`src/rtl/arb_pkg.sv`:
```
// Shared definitions for the bus arbiter port and the central controller:
// controller command codes, communication-state codes and the port state enum.
package arb_pkg;

   // Commands issued by the central controller to a port
   typedef enum logic [1:0] {
      CMD_WAIT   = 2'b00,
      CMD_STOP_S = 2'b01,
      CMD_STOP_P = 2'b10,
      CMD_CLEAR  = 2'b11
   } cmd_e;

   // Communication state reported by a port to the controller
   typedef enum logic [1:0] {
      CS_END_COM  = 2'b00,
      CS_NAK      = 2'b01,
      CS_WAIT_ACK = 2'b10,
      CS_COM      = 2'b11
   } com_state_e;

   // Port state machine
   typedef enum logic [2:0] {
      ST_IDLE,
      ST_REQ,
      ST_ACK_WAIT,
      ST_COM,
      ST_STOP,
      ST_DONE,
      ST_NAK
   } port_state_e;

   // True for either flavour of stop command
   function automatic logic is_stop_cmd(input logic [1:0] c);
      return (c == CMD_STOP_S) || (c == CMD_STOP_P);
   endfunction

endpackage

```
`src/rtl/m_ack_timer.sv`:
```
// Acknowledge timeout counter for the arbiter port.
// Compiled only when ARB_PORT_TIMEOUT_EN is defined; without the macro the
// port has no timeout and this module does not exist.
`ifdef ARB_PORT_TIMEOUT_EN
module m_ack_timer #(
   parameter int TIMEOUT = 16
) (
   input  logic clk,
   input  logic rstN,
   input  logic clear,
   input  logic enable,
   output logic expired
);

   localparam int CW = (TIMEOUT > 1) ? $clog2(TIMEOUT) : 1;
   localparam logic [CW-1:0] LAST = CW'(TIMEOUT - 1);

   logic [CW-1:0] count_q;

   // Count enabled cycles, saturating at the last value; clear has priority
   always_ff @(posedge clk or negedge rstN) begin
      if (!rstN) begin
         count_q <= '0;
      end else if (clear) begin
         count_q <= '0;
      end else if (enable && (count_q != LAST)) begin
         count_q <= count_q + 1'b1;
      end
   end

   // Expired during the TIMEOUT-th enabled cycle after a clear
   assign expired = enable && (count_q == LAST);

endmodule
`endif

```
`src/rtl/m_arbiter_port.sv`:
```
// Bus arbiter port: takes a core request for a slave, negotiates with the
// central controller (CLEAR / STOP_S / STOP_P), waits for the slave to become
// ready and grants or holds the core. All outputs are registered.
// Optional macro ARB_PORT_TIMEOUT_EN: enables the acknowledge timeout that
// refuses the request (nak) when the slave never becomes ready.
module m_arbiter_port
   import arb_pkg::*;
#(
   parameter int NO_SLAVES   = 3,
   parameter int S_ID_WIDTH  = $clog2(NO_SLAVES + 1),
   parameter int ACK_TIMEOUT = 16
) (
   input  logic                  clk,
   input  logic                  rstN,
   input  logic                  req,
   input  logic [S_ID_WIDTH-1:0] req_slave,
   input  logic                  xfer_done,
   input  logic                  core_stopped,
   input  logic                  slave_ready,
   input  logic [1:0]            cmd,
   output logic [S_ID_WIDTH-1:0] id,
   output logic [1:0]            com_state,
   output logic                  done,
   output logic                  grant,
   output logic                  hold,
   output logic                  save,
   output logic                  nak_o
);

   localparam logic [S_ID_WIDTH-1:0] MAX_ID = S_ID_WIDTH'(NO_SLAVES);

   port_state_e           state_q;
   logic [S_ID_WIDTH-1:0] id_q;
   logic [1:0]            com_state_q;
   logic                  done_q;
   logic                  grant_q;
   logic                  hold_q;
   logic                  save_q;
   logic                  req_valid;

   // A request names a real slave: non-zero and within range
   assign req_valid = req && (req_slave != '0) && (req_slave <= MAX_ID);

`ifdef ARB_PORT_TIMEOUT_EN
   logic nak_q;
   logic expired;

   m_ack_timer #(
      .TIMEOUT (ACK_TIMEOUT)
   ) u_ack_timer (
      .clk     (clk),
      .rstN    (rstN),
      .clear   (state_q != ST_ACK_WAIT),
      .enable  (state_q == ST_ACK_WAIT),
      .expired (expired)
   );
`else
   // Timeout length has no meaning without the timer
   logic unused_ack_timeout;
   assign unused_ack_timeout = (ACK_TIMEOUT == 0);
`endif

   // Port state machine with registered outputs updated alongside the state
   always_ff @(posedge clk or negedge rstN) begin
      if (!rstN) begin
         state_q     <= ST_IDLE;
         id_q        <= '0;
         com_state_q <= CS_END_COM;
         done_q      <= 1'b0;
         grant_q     <= 1'b0;
         hold_q      <= 1'b0;
         save_q      <= 1'b0;
`ifdef ARB_PORT_TIMEOUT_EN
         nak_q       <= 1'b0;
`endif
      end else begin
         done_q <= 1'b0;
`ifdef ARB_PORT_TIMEOUT_EN
         nak_q  <= 1'b0;
`endif
         case (state_q)
            ST_IDLE: begin
               if (req_valid) begin
                  state_q <= ST_REQ;
                  id_q    <= req_slave;
               end
            end
            ST_REQ: begin
               if (cmd == CMD_CLEAR) begin
                  state_q     <= ST_ACK_WAIT;
                  com_state_q <= CS_WAIT_ACK;
               end
            end
            ST_ACK_WAIT: begin
               // Ready beats a simultaneous timeout
               if (slave_ready) begin
                  state_q     <= ST_COM;
                  com_state_q <= CS_COM;
                  grant_q     <= 1'b1;
               end
`ifdef ARB_PORT_TIMEOUT_EN
               else if (expired) begin
                  state_q     <= ST_NAK;
                  com_state_q <= CS_NAK;
                  nak_q       <= 1'b1;
               end
`endif
            end
            ST_COM: begin
               // Completion beats a simultaneous stop request
               if (xfer_done) begin
                  state_q     <= ST_IDLE;
                  com_state_q <= CS_END_COM;
                  id_q        <= '0;
                  grant_q     <= 1'b0;
               end else if (is_stop_cmd(cmd)) begin
                  state_q <= ST_STOP;
                  grant_q <= 1'b0;
                  hold_q  <= 1'b1;
                  save_q  <= (cmd == CMD_STOP_S);
               end
            end
            ST_STOP: begin
               if (core_stopped) begin
                  state_q     <= ST_DONE;
                  com_state_q <= CS_END_COM;
                  done_q      <= 1'b1;
                  hold_q      <= 1'b0;
                  save_q      <= 1'b0;
               end
            end
            ST_DONE: begin
               // Re-arbitrate for the same slave
               state_q <= ST_REQ;
            end
`ifdef ARB_PORT_TIMEOUT_EN
            ST_NAK: begin
               state_q     <= ST_IDLE;
               com_state_q <= CS_END_COM;
               id_q        <= '0;
            end
`endif
            default: begin
               state_q     <= ST_IDLE;
               com_state_q <= CS_END_COM;
               id_q        <= '0;
               grant_q     <= 1'b0;
               hold_q      <= 1'b0;
               save_q      <= 1'b0;
            end
         endcase
      end
   end

   assign id        = id_q;
   assign com_state = com_state_q;
   assign done      = done_q;
   assign grant     = grant_q;
   assign hold      = hold_q;
   assign save      = save_q;
`ifdef ARB_PORT_TIMEOUT_EN
   assign nak_o     = nak_q;
`else
   assign nak_o     = 1'b0;
`endif

endmodule

```
`config.mk`:
```
export PLATFORM = sky130hd
export DESIGN_NAME = m_arbiter_port
export DESIGN_NICKNAME = d
export VERILOG_FILES = /design/src/rtl/arb_pkg.sv /design/src/rtl/m_ack_timer.sv /design/src/rtl/m_arbiter_port.sv
export SDC_FILE = /design/constraint.sdc
export NUM_CORES = 1
export LEC_CHECK = 0
export CORE_MARGIN = 3
export CORE_UTILIZATION = 41
export DETAILED_ROUTE_END_ITERATION = 6
export GPL_TIMING_DRIVEN = 0
export MAX_ROUTING_LAYER = met4
export PLACE_DENSITY_LB_ADDON = 0.1
export SLEW_MARGIN = 5
export SYNTH_ARGS = -nofsm -noshare
export SYNTH_HDL_FRONTEND = slang
export SYNTH_HIERARCHICAL = 1
export SYNTH_SLANG_ARGS = --single-unit
```
`constraint.sdc`:
```
create_clock -name clk -period 1.3 [get_ports clk]
set_input_delay 0.325 -clock clk [delete_from_list [all_inputs] [get_ports clk]]
set_output_delay 0.325 -clock clk [all_outputs]
set_load 0.05 [all_outputs]
```
======== After elaboration in Yosys (flattened, before gate mapping) ========
Index checks and enable logic that the tools add are counted.
operators by class
  order comparisons ....................... 1
  eq/ne operators ......................... 16
  muxes and demuxes ....................... 27
  bitwise operators ....................... 4
  reductions and logical operators ........ 14
operators by type and width
  operator              number
  $mux W3               6
  $pmux W3 S6           1
  $ne A2 B2 Y1 const B  7
  $reduce_or A4 Y1      3
  $mux W1               10
  $mux W2               5
  $pmux W2 S5           1
  $reduce_and A5 Y1     2
  $pmux W1 S3           3
  $eq A3 B2 Y1 const B  2
  $eq A3 B3 Y1 const B  2
  $pmux W2 S3           1
  $reduce_and A3 Y1     2
  $eq A2 B2 Y1 const B  2
  $not A1 Y1            4
  $reduce_and A4 Y1     1
  $eq A3 B1 Y1 const B  1
  $logic_not A3 Y1      1
  $ne A3 B3 Y1 const B  1
  $eq A2 B1 Y1 const B  1
  $le A2 B2 Y1 const B  1
  $logic_and A1 B1 Y1   2
  $reduce_bool A2 Y1    1
  $reduce_or A2 Y1      1
  $logic_or A1 B1 Y1    1
storage, ports and cells
  flip-flop bits (word level) ............. 11
  input port bits ......................... 10
  output and inout bits ................... 9
  word-level logic and storage cells ...... 69

======== Depth between registers and ports, before layout ========
Gate-level depths: netlist of the first run.
  depth after elaboration ................. 5
  mapped depth ............................ 6
  depth with buffers taken out ............ 6

======== Worst setup path after synthesis of the first run ========
Ideal clock, no wire load.
  kind .................................... input-to-reg
  start ................................... input port cmd[1]
  end ..................................... register save_q, in the netlist save
  library setup time ...................... 83 ps
  arrival time ............................ 1163 ps
  required time ........................... 1217 ps
  slack ................................... 55 ps
  cell stages on the path ................. 6
  buffers on the path ..................... 0
  cells stage by stage .................... inv_1 ha_1 nor3b_2 nand3_1 o21a_1 o22ai_1
between the ends
  longest elaborated chain between the ends .. 4
  elaborated cells between the ends (all ways) .. 8
  classes of those cells .................. eq/ne (3); mux (3); reduce/logical (2)
ends and longest elaborated chain
  what                                              RTL line                              source
  start: declaration                                m_arbiter_port.sv:20                  input logic [1:0] cmd,
  $eq A2 B1 Y1 or $eq A2 B2 Y1 (tied branches)      arb_pkg.sv:34, m_arbiter_port.sv:120
  $mux W1 or $logic_or A1 B1 Y1 (tied branches)     m_arbiter_port.sv:116, arb_pkg.sv:34
  $mux W1 or $ne A2 B2 Y1 (tied branches)           n/a
  $pmux W1 S3 or $reduce_and A4 Y1 (tied branches)  n/a
  end signal: assignment                            m_arbiter_port.sv:120                 save_q <= (cmd == CMD_STOP_S);
  end: declaration                                  m_arbiter_port.sv:38                  logic save_q;
Parallel ways exist; a longest one is shown, timed or not. The select of a mux whose other input is x is not followed.
A chain may end at the register's enable or synchronous reset.

======== Final worst setup path of the first run ========
  start ................................... input port req
  end ..................................... register id_q[1], in the netlist id[1]
between the ends
  longest elaborated chain between the ends .. 4
ends and longest elaborated chain
  what                                RTL line              source
  start: declaration                  m_arbiter_port.sv:15  input logic req,
  $logic_and A1 B1 Y1 (2 in series)   m_arbiter_port.sv:42  assign req_valid = req && (req_slave != '0) && (req_slave <= MAX_ID);
  $ne A2 B2 Y1 (no source line)       n/a
  $reduce_and A3 Y1 (no source line)  n/a
  end signal: assignment              m_arbiter_port.sv:85  id_q <= req_slave;
  end: declaration                    m_arbiter_port.sv:33  logic [S_ID_WIDTH-1:0] id_q;
Every way passes these cells.

==> results of run 1 <==
==> placed cells by master (no fill, tap or decap), types with 3 or more instances in the layout <==
| cell | count |
|---|---|
| buf_4 | 7 |
| a22o_1 | 3 |
| o21ai_0 | 6 |
| clkdlybuf4s50_1 | 5 |
| inv_1 | 4 |
| nand2_1 | 4 |
| nor2_1 | 5 |
| clkbuf_4 | 4 |
| buf_2 | 9 |
| dfrtp_1 | 8 |
| dfrtp_2 | 3 |
| o22ai_1 | 3 |
| a21oi_1 | 7 |
==> worst max-delay path, delay by kind of cell <==
kind	cells	cell delay, ps
AO/OA/AOI/OAI	2	260
AND/OR/NAND/NOR	2	370
buffers and inverters	1	510
==> stage by stage <==
stage / cell area (um^2) / setup TNS, ps / setup WS (ps) / util
after global placement: 851 / -4880 / -539 / 0.608
final: 927 / -7.04 / -7.04 / 0.663
after detailed placement: 851 / -5100 / -570 / 0.608
after global routing: 927 / -85.0 / -33.8 / 0.663
after floorplan: 662 / 0 / 54.5 / -
after CTS: 882 / 0 / 7.42 / 0.631
==> state kept, by name, summed over array words and instances, names as in the netlist <==
register   count
id             2
grant          1
done           1
com_state      2
state_q        3
save           1
hold           1
==> logic make-up after synthesis <==
family                     Yosys count
DFF                                 11
AOI/OAI and AO/OA                   28
and+or+nand+nor                     22
other                                1
buffers and inverters               11
adders and majority gates            2
==> power breakdown <==
part / switching, uW / internal, uW / total, uW
sequential: 95.8 / 459 / 555
combinational: 684 / 416 / 1100
clock: 122 / 114 / 236
==> final timing paths <==
check	startpoint	endpoint	slack [ps]	cells past startpoint
worst min register to register	id[0]$_DFFE_PN0P_	id[0]$_DFFE_PN0P_	490	1
worst min-delay path	rstN	com_state[0]$_DFFE_PN0P_	390	1
worst max-delay path	req	id[1]$_DFFE_PN0P_	-7	5
min in group clk	slave_ready	com_state[0]$_DFFE_PN0P_	460	3
worst max register to register	state_q[2]$_DFFE_PN0P_	com_state[0]$_DFFE_PN0P_	40	4
max in group asynchronous	rstN	state_q[0]$_DFFE_PN0P_	530	1
==> repair_timing <==
action                                  CTS  global route
endpoints found under the setup margin   17             6
pin swaps                                 4             1
buffers inserted                          1             3
resized for setup                        46            11
==> layer usage <==
| metal | GRT usage | up-vias |
|---|---|---|
| met1 | 0.209 | 298 |
| met5 | - | - |
| met4 | 0.0341 | 0 |
| li1 | - | 320 |
| met3 | 0.0586 | 0 |
| met2 | 0.234 | 18 |
==> layout make-up <==
cell class,instances,share of cell area
Buffer,5,0.0378
Clock buffer,3,0.0243
Clock inverter,1,0.00540
Inverter,6,0.0243
Multi-Input combinational cell,53,0.412
Sequential cell,11,0.301
Tap cell,15,0.0202
Timing Repair Buffer,21,0.175
==> qor.yml, run 1 <==
power:
  power_density_nw_per_um2: 2040
  finalPower_uw: 1890
  leakage_uw: 0.000436
  peakVddDrop_mv: 1.31
status:
  violations: "setup timing"
  outcome: "finished with violations"
sta:
  skew_ps: 8.51
  layout_setup_ws_ps: -7.04
  rsz0062_at_grt: "yes"
  post-route-period-util: 1.01
  fin_crit_ps: 1310
  whs_ps: 386
  final-setup-viol-count: 1
  worstMarginPinSlew_ps: 513
  finalMaxSlewViolations: 0
  max_freq_ghz: 0.765
  hold_violations: 0
  slew_headroom: 0.657
synth:
  synth_top_area_share: 0.416
  synth_largest_area_cell: "dfrtp_1"
  synth_xor_area_frac: 0
  synth_area_um2: 662
  synth_fp_nets: 87
  synthMuxAreaShare: 0
  synth-edff-count: 0
  synth_common_cells: "dfrtp_1, a21oi_1, o21ai_0"
  synth_cells: 75
  ys_warn_count: 6
  syn_avg_cell_area_um2: 8.83
  synthArstFlopShare: 1.00
  synth_top_family_by_area: "compound AO/OA/AOI/OAI gates"
  yosysSeqAreaShare: 0.416
  synth-compound-area-share: 0.267
  synth.distinct_cells: 30
  ys_ff_latch: 11
  yosys.area_share.simple: 0.195
  synth.most_common_cell: "dfrtp_1"
  synthAdderAreaFrac: 0.0378
  synthTopCellsByArea: "dfrtp_1, a21oi_1, o21ai_0"
  synth_flop_cell: "dfrtp_1"
drt:
  routed-wl-met2_um: 746
  highest_layer: "met3"
  drt_first_pass_iters: 4
  wl_met3_um: 122
  viasPerCell: 5.53
  via_count: 636
  wl_met1_um: 728
  drt_iter0_drc: 17
  drc_errors: 0
  ant_nets: 0
  routed_wl_mm: 1.60
  wire_per_inst_um: 13.9
place:
  portBuffers: 17
  hpwl_mm: 1.10
  gp_congestion: 0.769
  dp_cells: 107
cells_and_area:
  seqCellArea_um2: 279
  syn_to_final_growth_pct: 40.1
  fillers: 120
  num-nets-final: 113
  final_cells: 115
  multi_input_area_um2: 382
  final_layout_size_suffix_gt1_frac: 0.330
  diodes: 0
min_path:
  hp-class: "in -> async"
setup_path:
  path_class: "in -> reg"
  critPathRequiredTime_ps: 1470
  endpoint_kind: "flop"
  worst_path_max_delay_cell: "clkdlybuf4s50_1"
  crit_chain: "clkdlybuf4s50_1 -> nand2b_4 -> nor4_4 -> a21oi_2 -> a22o_1"
  worstPathArrival_ps: 1470
  startpoint_type: "input pin"
  slowest_delay_ps: 510
  critPathMaxFanout: 2
floorplan:
  dieHeight_um: 46.2
  dieArea_um2: 2130
  die_w_um: 46.2
  fp.coreArea_um2: 1400
  rows: 13
  io_pins: 19
  initial_utilization: 0.473
clock_tree:
  htreeDepth: 1
  numClockSinks: 11
  clk-insertion-delay-late_ps: 280
  cts_buffers: 3
  clk_pin_slew_ps: 80
  cts_buffer_depth: 2
  cts_tree: "done"
  holdBufCountCts: 0
  root_buffer: "clkbuf_4"
grt:
  track_usage: 0.160
  grt_overflow: 0
  grt_pass1_vias: 557
  grt_pass1_wl_mm: 2.37
  grt_max_degree: 12
  antenna_found_initial: 0
job:
  maxCapViolations: 0
Power figures use the tool's default switching activity.
==> inputs of run 2 (changes only) <==
ABC_AREA = 1   (was default)
CORE_UTILIZATION = 42   (was 41)
TNS_END_PERCENT = 50   (was default)
==> run 2 against run 1 <==
  * The run now ends clean
  * Utilization is 4.5 points lower
  * Total power is 30% higher
  * Flip-flop and latch count stayed put
  * Worst hold slack worse by 0.58 ps
  * Critical endpoint is now done
  * Highest routed layer unchanged
==> qor.yml, run 2 <==
status:
  outcome: "completed"  # was finished with violations
drt:
  drt_first_pass_iters: 4  # unchanged
  wire_per_inst_um: 10.3  # was 13.9 um
  drc_errors: 0  # unchanged
  drt_iter0_drc: 8  # was 17
  routed_wl_mm: 1.43  # was 1.60 mm
  viasPerCell: 4.66  # was 5.53
  ant_nets: 0  # unchanged
  via_count: 643  # was 636
cells_and_area:
  final_common_cell: "nand2_1"  # was buf_2
  diodes: 0  # unchanged
  design_area_um2: 963  # was 927 um^2
  regMostFlops: "state_q"  # unchanged
  final_cells: 138  # was 115
  layout_common_cells: "nand2_1, inv_1, dfrtp_1"  # was buf_2, dfrtp_1, buf_4, a21oi_1, o21ai_0
  num-nets-final: 135  # was 113
  syn_to_final_growth_pct: 34.6  # was 40.1%
  largest_reg_flops: 3  # unchanged
  final_layout_size_suffix_gt1_frac: 0.361  # was 0.330
  final_core_util: 0.618  # was 0.663
clock_tree:
  clk-insertion-delay-late_ps: 260  # was 280 ps
  cts_buffers: 3  # unchanged
  holdBufCountCts: 0  # unchanged
  cts_buffer_depth: 2  # unchanged
  root_buffer: "clkbuf_4"  # unchanged
  htreeDepth: 1  # unchanged
  clk_pin_slew_ps: 60  # was 80 ps
  cts_tree: "done"  # unchanged
  numClockSinks: 11  # unchanged
power:
  leakage_uw: 0.000531  # was 0.000436 uW
  power_density_nw_per_um2: 2540  # was 2040 nW/um^2
  peakVddDrop_mv: 1.29  # was 1.31 mV
setup_path:
  worstPathArrival_ps: 940  # was 1470 ps
  critPathRequiredTime_ps: 980  # was 1470 ps
  slowest_delay_ps: 350  # was 510 ps
  startpoint_type: "flop"  # was input pin
  critPathBufInv: 1  # unchanged
  r2r_slack_ps: 60  # was 40 ps
  crit_chain: "clkdlybuf4s15_2"  # was clkdlybuf4s50_1 -> nand2b_4 -> nor4_4 -> a21oi_2 -> a22o_1
  critPathMaxFanout: 1  # was 2
  cp_top_family: "flip-flops"  # was buffers and inverters
  path_class: "reg -> out"  # was in -> reg
  endpoint_kind: "output port"  # was flop
  worst_path_max_delay_cell: "dfrtp_1"  # was clkdlybuf4s50_1
sta:
  skew_ps: 0.561  # was 8.51 ps
  whs_ps: 385  # was 386 ps
  final-setup-viol-count: 0  # was 1
  hold_violations: 0  # unchanged
  max_freq_ghz: 0.791  # was 0.765 GHz
  rsz0062_at_grt: "yes"  # unchanged
  post-route-period-util: 0.973  # was 1.01
  fin_crit_ps: 1260  # was 1310 ps
  finalMaxSlewViolations: 0  # unchanged
grt:
  antenna_found_initial: 0  # unchanged
  grt_overflow: 0  # unchanged
  track_usage: 0.147  # was 0.160
  grt_pass1_wl_mm: 2.20  # was 2.37 mm
  grt_pass1_vias: 514  # was 557
  grt_max_degree: 12  # unchanged
synth:
  synth_flop_cell: "dfrtp_1"  # unchanged
  synth_cells: 98  # was 75
  synth_fp_nets: 110  # was 87
  synth-edff-count: 0  # unchanged
  ys_ff_latch: 11  # unchanged
  synth_area_um2: 716  # was 662 um^2
  yosysSeqAreaShare: 0.385  # was 0.416
  synth_top_area_share: 0.385  # was 0.416
  synth_common_cells: "nand2_1, inv_1, dfrtp_1"  # was dfrtp_1, a21oi_1, o21ai_0
  syn_avg_cell_area_um2: 7.30  # was 8.83 um^2
  synth.most_common_cell: "nand2_1"  # was dfrtp_1
  synth.distinct_cells: 17  # was 30
  synth_largest_area_cell: "dfrtp_1"  # unchanged
  ys_warn_count: 6  # unchanged
  synthArstFlopShare: 1.00  # unchanged
  synthTopCellsByArea: "dfrtp_1, nand2_1, nor2_4"  # was dfrtp_1, a21oi_1, o21ai_0
floorplan:
  io_pins: 19  # unchanged
  dieHeight_um: 47.3  # was 46.2 um
  die_w_um: 47.3  # was 46.2 um
  dieArea_um2: 2240  # was 2130 um^2
  fp.coreArea_um2: 1560  # was 1400 um^2
  rows: 14  # was 13
  initial_utilization: 0.459  # was 0.473
place:
  dp_cells: 131  # was 107
  gp_congestion: 0.771  # was 0.769
  postPlaceCellArea_um2: 906  # was 851 um^2
  portBuffers: 17  # unchanged
  hpwl_mm: 1.05  # was 1.10 mm
job:
  maxCapViolations: 0  # unchanged
min_path:
  hp-class: "in -> async"  # unchanged
run 2: what timing repair did:
item | in CTS | in global routing
resized for setup | 40 | 14
cloned | 0 | 0
endpoints found under the setup margin | 16 | 11
buffers inserted | 0 | 3
pin swaps | 1 | 6
run 2: per-layer routing:
layer,track usage,wire (um),vias up
met2,0.214,701,12
met5,-,0,-
met4,0.0663,0,0
li1,-,-,345
met3,0.0230,36,0
met1,0.198,689,286
run 2: through the flow:
step                      setup TNS (ps)  worst slack, ps  power, uW
after CTS                              0            0.651       2250
after global routing               -59.2            -16.2       2670
final                                  0             35.5       2450
after detailed placement           -4780             -416       2090
after floorplan                        0              148       1740
after global placement             -4600             -400       2080
run 2: power breakdown:
part / switching (uW) / internal [uW]
Clock: 102 / 119
Combinational: 1090 / 566
Sequential: 92.3 / 481
run 2: path summary, 6_finish.rpt:
| path | cells after the start | start | end |
|---|---|---|---|
| max in group asynchronous | 1 | rstN | state_q[0]$_DFFE_PN0P_ |
| setup reg to reg | 7 | state_q[2]$_DFFE_PN0P_ | state_q[0]$_DFFE_PN0P_ |
| min in group clk | 2 | com_state[0]$_DFFE_PN0P_ | com_state[0]$_DFFE_PN0P_ |
| setup / recovery | 1 | done$_DFF_PN0_ | done |
| hold / removal | 1 | rstN | done$_DFF_PN0_ |
| hold reg to reg | 2 | com_state[0]$_DFFE_PN0P_ | com_state[0]$_DFFE_PN0P_ |
run 2: layout make-up:
| class | instances | area, um^2 |
|---|---|---|
| buffer | 3 | 30.0 |
| fill | 137 | 596 |
| inverter | 15 | 56.3 |
| multi-input combinational | 69 | 398 |
| clock buffer | 4 | 26.3 |
| tap | 16 | 20.0 |
| timing repair buffer | 20 | 156 |
| sequential | 11 | 277 |
run 2: cells by family (layout without fill, tap and decap cells):
kind of cell,Yosys count,count (layout),synth area share
AND/OR/NAND/NOR,61,61,0.425
adder cells (fa/ha/maj),2,2,0.0350
buffers and inverters,18,42,0.115
other,1,1,0.00524
AO/OA/AOI/OAI,5,5,0.0350
flip-flops,11,11,0.385
